## config.mk

```make
export PLATFORM = sky130hd
export DESIGN_NAME = regfile_access_arbiter
export DESIGN_NICKNAME = d
export VERILOG_FILES = /design/src/rtl/regfile_arb_pkg.sv /design/src/rtl/rr_arb2.sv /design/src/rtl/regfile_access_arbiter.sv
export SDC_FILE = /design/constraint.sdc
export NUM_CORES = 1
export LEC_CHECK = 0
export CAP_MARGIN = 20
export CORE_MARGIN = 1
export CORE_UTILIZATION = 44
export DETAILED_ROUTE_END_ITERATION = 10
export GPL_ROUTABILITY_DRIVEN = 0
export GPL_TIMING_DRIVEN = 1
export PLACE_DENSITY = 0.79
export SLEW_MARGIN = 5
export SYNTH_ARGS = -nofsm -noshare
export SYNTH_HDL_FRONTEND = slang
export SYNTH_HIERARCHICAL = 1
export SYNTH_SLANG_ARGS = --single-unit
```

## constraint.sdc

```tcl
create_clock -name CLK -period 1.9 [get_ports CLK]
set_clock_uncertainty 0.2 [all_clocks]
set_input_delay 0.57 -clock CLK [delete_from_list [all_inputs] [get_ports CLK]]
set_output_delay 0.57 -clock CLK [all_outputs]
set_load 0.02 [all_outputs]
```

## src/rtl/regfile_arb_pkg.sv

```systemverilog
// Shared definitions for the register file access arbiter: FSM encoding,
// requester identifiers and timeout defaults.
package regfile_arb_pkg;

    typedef enum logic [1:0] {
        StIdle     = 2'd0,
        StWrite    = 2'd1,
        StReadWait = 2'd2,
        StDone     = 2'd3
    } arb_state_e;

    localparam logic REQ_ID_SYS = 1'b0;
    localparam logic REQ_ID_AUX = 1'b1;

    localparam int unsigned RD_TIMEOUT_DEFAULT = 15;
    // Wide enough for the largest legal RD_TIMEOUT of 255.
    localparam int unsigned TIMEOUT_CNT_W = 8;

endpackage

```

## src/rtl/rr_arb2.sv

```systemverilog
// Combinational two-way round-robin picker: a lone requester wins outright,
// a tie goes to whichever requester was not granted last.
module rr_arb2
    import regfile_arb_pkg::*;
(
    input  logic [1:0] req_i,
    input  logic       last_gnt_i,
    output logic       win_id_o,
    output logic       any_req_o
);

    always_comb begin
        any_req_o = |req_i;
        win_id_o  = REQ_ID_SYS;
        unique case (req_i)
            2'b01:   win_id_o = REQ_ID_SYS;
            2'b10:   win_id_o = REQ_ID_AUX;
            2'b11:   win_id_o = ~last_gnt_i;
            default: win_id_o = REQ_ID_SYS;
        endcase
    end

endmodule

```

## src/rtl/regfile_access_arbiter.sv

```systemverilog
// Shares a single-port register file between the system command path and a
// secondary master; one outstanding transaction, timed-out reads complete with RD_ERR.
module regfile_access_arbiter
    import regfile_arb_pkg::*;
#(
    parameter int unsigned DATA_WIDTH  = 8,
    parameter int unsigned REGFILE_ADD = 4,
    parameter int unsigned RD_TIMEOUT  = RD_TIMEOUT_DEFAULT
) (
    input  logic                   CLK,
    input  logic                   RST,
    input  logic                   REQ0,
    input  logic                   WR0,
    input  logic [REGFILE_ADD-1:0] ADDR0,
    input  logic [DATA_WIDTH-1:0]  WDATA0,
    output logic                   GNT0,
    output logic [DATA_WIDTH-1:0]  RDATA0,
    output logic                   RVALID0,
    input  logic                   REQ1,
    input  logic                   WR1,
    input  logic [REGFILE_ADD-1:0] ADDR1,
    input  logic [DATA_WIDTH-1:0]  WDATA1,
    output logic                   GNT1,
    output logic [DATA_WIDTH-1:0]  RDATA1,
    output logic                   RVALID1,
    output logic                   RD_ERR,
    output logic [REGFILE_ADD-1:0] Address,
    output logic                   WrEn,
    output logic                   RdEn,
    output logic [DATA_WIDTH-1:0]  WrData,
    input  logic [DATA_WIDTH-1:0]  RdData,
    input  logic                   RdData_Valid
);

    localparam logic [TIMEOUT_CNT_W-1:0] CntLast = TIMEOUT_CNT_W'(RD_TIMEOUT - 1);

    arb_state_e                 state_q;
    logic                       last_gnt_q;
    logic                       cur_id_q;
    logic [TIMEOUT_CNT_W-1:0]   cnt_q;
    logic [1:0]                 gnt_q;
    logic [1:0]                 rvalid_q;
    logic                       rd_err_q;
    logic                       wr_en_q;
    logic                       rd_en_q;
    logic [REGFILE_ADD-1:0]     addr_q;
    logic [DATA_WIDTH-1:0]      wdata_q;
    logic [DATA_WIDTH-1:0]      rdata0_q;
    logic [DATA_WIDTH-1:0]      rdata1_q;

    logic                       win_id;
    logic                       any_req;
    logic                       sel_wr;
    logic [REGFILE_ADD-1:0]     sel_addr;
    logic [DATA_WIDTH-1:0]      sel_wdata;
    logic [DATA_WIDTH-1:0]      rd_result;
    logic                       rd_complete;

    rr_arb2 u_rr_arb2 (
        .req_i      ({REQ1, REQ0}),
        .last_gnt_i (last_gnt_q),
        .win_id_o   (win_id),
        .any_req_o  (any_req)
    );

    always_comb begin
        sel_wr    = WR0;
        sel_addr  = ADDR0;
        sel_wdata = WDATA0;
        if (win_id == REQ_ID_AUX) begin
            sel_wr    = WR1;
            sel_addr  = ADDR1;
            sel_wdata = WDATA1;
        end
    end

    // A timed-out read returns zero data rather than whatever is on the bus.
    always_comb begin
        rd_complete = RdData_Valid || (cnt_q == CntLast);
        rd_result   = RdData_Valid ? RdData : '0;
    end

    always_ff @(posedge CLK or negedge RST) begin
        if (!RST) begin
            state_q    <= StIdle;
            last_gnt_q <= REQ_ID_AUX;
            cur_id_q   <= REQ_ID_SYS;
            cnt_q      <= '0;
            gnt_q      <= '0;
            rvalid_q   <= '0;
            rd_err_q   <= 1'b0;
            wr_en_q    <= 1'b0;
            rd_en_q    <= 1'b0;
            addr_q     <= '0;
            wdata_q    <= '0;
            rdata0_q   <= '0;
            rdata1_q   <= '0;
        end else begin
            gnt_q    <= '0;
            rvalid_q <= '0;
            rd_err_q <= 1'b0;
            wr_en_q  <= 1'b0;
            rd_en_q  <= 1'b0;
            unique case (state_q)
                StIdle: begin
                    if (any_req) begin
                        gnt_q[win_id] <= 1'b1;
                        last_gnt_q    <= win_id;
                        cur_id_q      <= win_id;
                        addr_q        <= sel_addr;
                        wdata_q       <= sel_wdata;
                        if (sel_wr) begin
                            wr_en_q <= 1'b1;
                            state_q <= StWrite;
                        end else begin
                            rd_en_q <= 1'b1;
                            state_q <= StReadWait;
                        end
                    end
                end
                StWrite: begin
                    state_q <= StIdle;
                end
                StReadWait: begin
                    if (rd_complete) begin
                        rvalid_q[cur_id_q] <= 1'b1;
                        rd_err_q           <= ~RdData_Valid;
                        if (cur_id_q == REQ_ID_AUX) begin
                            rdata1_q <= rd_result;
                        end else begin
                            rdata0_q <= rd_result;
                        end
                        cnt_q   <= '0;
                        state_q <= StDone;
                    end else begin
                        cnt_q <= cnt_q + TIMEOUT_CNT_W'(1);
                    end
                end
                StDone: begin
                    state_q <= StIdle;
                end
                default: begin
                    state_q <= StIdle;
                end
            endcase
        end
    end

    assign GNT0    = gnt_q[0];
    assign GNT1    = gnt_q[1];
    assign RVALID0 = rvalid_q[0];
    assign RVALID1 = rvalid_q[1];
    assign RD_ERR  = rd_err_q;
    assign RDATA0  = rdata0_q;
    assign RDATA1  = rdata1_q;
    assign Address = addr_q;
    assign WrData  = wdata_q;
    assign WrEn    = wr_en_q;
    assign RdEn    = rd_en_q;

endmodule

```

==> results.md <==
Status:
- The flow ran to the end, and the final reports show no timing, DRC or antenna violations.

Route:
- The count of nets left with antenna violations once routing finished came out at 0.
- The total number of vias is around 1700.
- The ratio of routed vias to standard cells is 5.30.
- The total wire length after detailed routing is roughly 4500 µm.
- The remaining design rule violation count is 0.
- The first routing iteration left ~110 violations.
- The first detailed-routing pass ran for 4 iterations.
- In the final routed layout, each cell accounts on average for roughly 14 µm.

Cells and area:
- For this run, the post-layout net count is ~310.
- The sequential cells in the finished layout cover a total of about 1200 µm².
- Measured on the finished design, the core utilization comes to 0.683.
- The count of antenna diodes in the layout is 0.
- The number of standard cells in the layout, taps in and fillers out is 318.
- Compared with the post-synthesis result, the final layout area differs by 48.1%.
- Of the cells placed in the final design, the portion with a size suffix greater than 1 is 0.113.
- The commonest non-fill, non-tap cell in the layout is dfrtp_1.
- After filler insertion, the fill cell instance count of the layout stands at ~350.
- In the layout the commonest cells are dfrtp_1 (46), clkdlybuf4s50_1 (37), dlygate4sd2_1 (35).
- Summing all multi-input logic gate instances after layout gives about 820 µm².

GRT:
- The met1 demand-to-capacity share in global routing is 0.267.
- The pin count of the biggest net entering global routing is 36.
- The number of antenna violations at the first check in global routing is 0.
- The number of global-route vias before repair is about 1700.
- The first global-routing pass estimated 7890 µm of wire.
- For met3 alone, demand over resource in global routing was 0.0707.
- After global routing the overflow that remains totals 0.
- For this run, the total global-route usage over all layers was measured as 0.206.
- For met2 alone, demand over resource in global routing was 0.323.
- In this run the most used layer during global routing was met2.

Yosys:
- The average cell area after synthesis is 11.3 µm².
- The count of warnings emitted by yosys is 6.
- The distinct cell type count after synthesis is 35.
- Summing every instance area after synthesis gives 2040 µm².
- The number of standard cells after synthesis is 180.
- The net count of the mapped netlist is 221.
- The sequential fraction of the synthesis area is 0.578.
- Synthesis inferred 47 register bits.

Timing:
- The worst-case headroom to the max-slew limit is 0.782.
- Setup violations remaining at the end of the flow were counted as 0.
- The final worst-path cycle share is 0.955.
- The minimum clock period is ~1.8 ns.
- The number of max-slew violations in the final report came to 0.
- Summed over all failing endpoints, the final setup total negative slack is 0 ns.
- For the pin with the worst max-slew slack, the measured transition is 0.326 ns.
- Derived from the worst setup path, the maximum achievable clock frequency is approximately 550 MHz.
- The tightest hold path in the finished design has a slack of around 0.28 ns.
- The count of final hold-check violations is 0.
- Setup repair after global routing left no endpoint under its margin.

Clock network:
- The level count of the clock H-tree is 2.
- The number of sinks handled by clock tree synthesis is between 40 and 50.
- The clock latency at the later pin of the worst-skew pair is slightly above 0.3 ns.
- The maximum count of clock buffers along a single path is 2.
- The number of buffers inserted during clock tree synthesis is 5.
- The clock tree from TritonCTS is yes.
- The root buffer cell chosen for the clock tree is clkbuf_8.
- The clock-pin slew on the worst setup and hold paths is around 0.090 ns.

Critical path:
- In this run the number of cells on the critical path is 1.
- The critical path ends at WrData[7].
- The setup check on the worst reg-to-reg path leaves a slack of about 0.25 ns.
- Counting both buffers and inverters, the worst setup path holds a total of 1.
- The cell type group with the largest total delay on the critical path is flip-flops.
- The critical path is of the register to output port type.
- STA classifies the critical path startpoint as a register.
- The worst setup path is captured at an output port.
- For the worst setup path, the data arrival time is roughly 1.0 ns.
- The worst register-to-register path ends at RDATA1[4]$_DFFE_PN0P_.
- Measured in cells, the most critical reg-to-reg path has a length of 4.
- The critical path goes through dlygate4sd2_1.
- Of all nets on the critical path, the largest fanout is 2.
- Data on the critical path is required at its endpoint by 1.13 ns.
- The critical path starts at WrData[7]$_DFFE_PN0P_.
- The worst reg2reg path startpoint is cnt_q[4]$_DFFE_PN0P_.
- Among all stages on the critical path, the largest delay is contributed by dfrtp_1.
- The largest single stage delay on the critical path is just over 0.4 ns.

Floorplan:
- The number of primary I/O pins is 74.
- The die is 70.0 µm tall.
- Measured along the x axis, the die boundary spans roughly 70 µm.
- The row count is 24.
- The total die area is 4900 µm².
- The core region is around 4400 µm².
- The initial cell density of the core is 0.461.

Pwr:
- The internal power consumption is roughly 2.7 mW.
- In this run the power spent charging and discharging nets is between 1.5 and 2 mW.
- In this run the static leakage power is between 1 and 1.5 nW.
- The clock group share of total power is 0.179.
- The combinational group share of total power is 0.439.
- Of the total power, the share spent switching nets is 0.389.
- The share of total power dissipated in sequential elements is 0.382.
- Dividing total power by cell area gives a power density of 1450 nW/µm².
- The maximum vdd drop is between 700 and 800 µV.

Place:
- After detailed placement, the design holds a cell count of between 300 and 400.
- The quantity of I/O buffers inserted on ports is between 70 and 80.
- Once detailed placement completed, the half-perimeter wirelength came to ~3300 µm.

Worst hold path:
- The worst min-delay path category is register to register.

Run:
- The tool flagged a number of max-cap violations equal to 0.
through the flow:
step | total power [mW] | area (µm²) | worst slack, ns
global route | 4.67 | 3020 | 0.0160
detailed placement | 3.84 | 2920 | -0.243
global placement | 3.77 | 2920 | -0.143
finish | 4.37 | 3020 | 0.0856
floorplan | 2.79 | 2040 | 0.170
CTS | 4.41 | 3010 | 0.0757
how the worst min path moves through the flow:
stage	start	to	slack (ns)	cells after the start
final	WrData[2]$_DFFE_PN0P_	WrData[2]$_DFFE_PN0P_	0.28	2
after detailed placement	last_gnt_q$_DFFE_PN1P_	last_gnt_q$_DFFE_PN1P_	0.26	2
after global placement	state_q[0]$_DFFE_PN0P_	state_q[1]$_DFFE_PN0P_	0.26	1
after global routing	WrData[2]$_DFFE_PN0P_	WrData[2]$_DFFE_PN0P_	0.31	2
after CTS	last_gnt_q$_DFFE_PN1P_	last_gnt_q$_DFFE_PN1P_	0.27	2
after floorplan	RST	Address[0]$_DFFE_PN0P_	0.07	0
worst reg2reg max path, delay by kind of cell (launching register included):
kind               cells  cell delay, ns
DFF                    1            0.45
and+or+nand+nor        2            0.45
AOI/OAI and AO/OA      2            0.44
state kept, by name, indices dropped and copies added, names as in the netlist, 2 cells and up:
register and count:
WrData 8, cnt_q 8, RDATA1 8, Address 4, gnt_q 2, state_q 2
RDATA0 8, rvalid_q 2
layout make-up:
class                   instances  share of cell area
clock buffers                   6              0.0274
clock inverters                 2              0.0129
inverters                       4             0.00498
multi-input cells             121               0.271
flip-flops and latches         47               0.390
well taps                      52              0.0216
repair buffers                 86               0.272
synthesized netlist by cell type:
master,instances,area share
and3_1,1,0.0031
inv_1,4,0.0074
dfstp_2,1,0.013
a31o_4,1,0.0086
nand3_4,1,0.0086
o21ai_0,15,0.037
dfrtp_1,46,0.57
and2_1,1,0.0031
nand2_4,1,0.0055
nor4_1,1,0.0031
nand2b_1,2,0.0061
o22ai_1,1,0.0031
xnor2_1,2,0.0086
a31oi_4,1,0.010
and3_2,1,0.0037
buf_2,6,0.015
nor2_2,1,0.0031
ha_1,2,0.012
o41ai_1,1,0.0043
a21oi_1,1,0.0025
o2bb2ai_1,9,0.039
and2b_1,1,0.0037
a32o_1,8,0.039
o311ai_1,2,0.0086
a31oi_1,1,0.0031
nor3_1,2,0.0049
clkbuf_1,2,0.0037
or2_1,1,0.0031
and4bb_4,1,0.0080
nand3_1,6,0.015
mux2i_1,13,0.064
nand2_1,34,0.063
a21boi_1,1,0.0037
nor2_1,8,0.015
o31ai_1,1,0.0037
metal layers:
metal,wire length (µm),part of all wire
met4,60,0.013
met2,2160,0.48
met3,365,0.080
met5,0,0
met1,1950,0.43
power by group through the flow:
| stage | combinational, mW | clock (mW) | sequential, mW |
|---|---|---|---|
| 2_1_floorplan | 0.751 | 0 | 2.04 |
| 3_3_place_gp | 2.09 | 0 | 1.68 |
| 3_5_place_dp | 2.14 | 0 | 1.69 |
| 4_1_cts | 1.94 | 0.802 | 1.67 |
| 5_1_grt | 2.08 | 0.853 | 1.73 |
| 6_report | 1.92 | 0.785 | 1.67 |
cells by family after synthesis:
kind of cell / synth area share
and+or+nand+nor: 0.148
muxes: 0.0639
buffers and inverters: 0.0258
AOI/OAI and AO/OA: 0.163
xor gates and xnor gates: 0.00861
adders and majority gates: 0.0123
DFF: 0.578
what timing repair did:
item                                   in CTS  in global routing
endpoints found under the hold margin      12                  0
setup endpoints to repair                  35                  1
hold buffers                                1                  0
setup buffers                               0                  0
resized for setup                          35                  1
No activity file was read; power rests on OpenSTA's default activity.
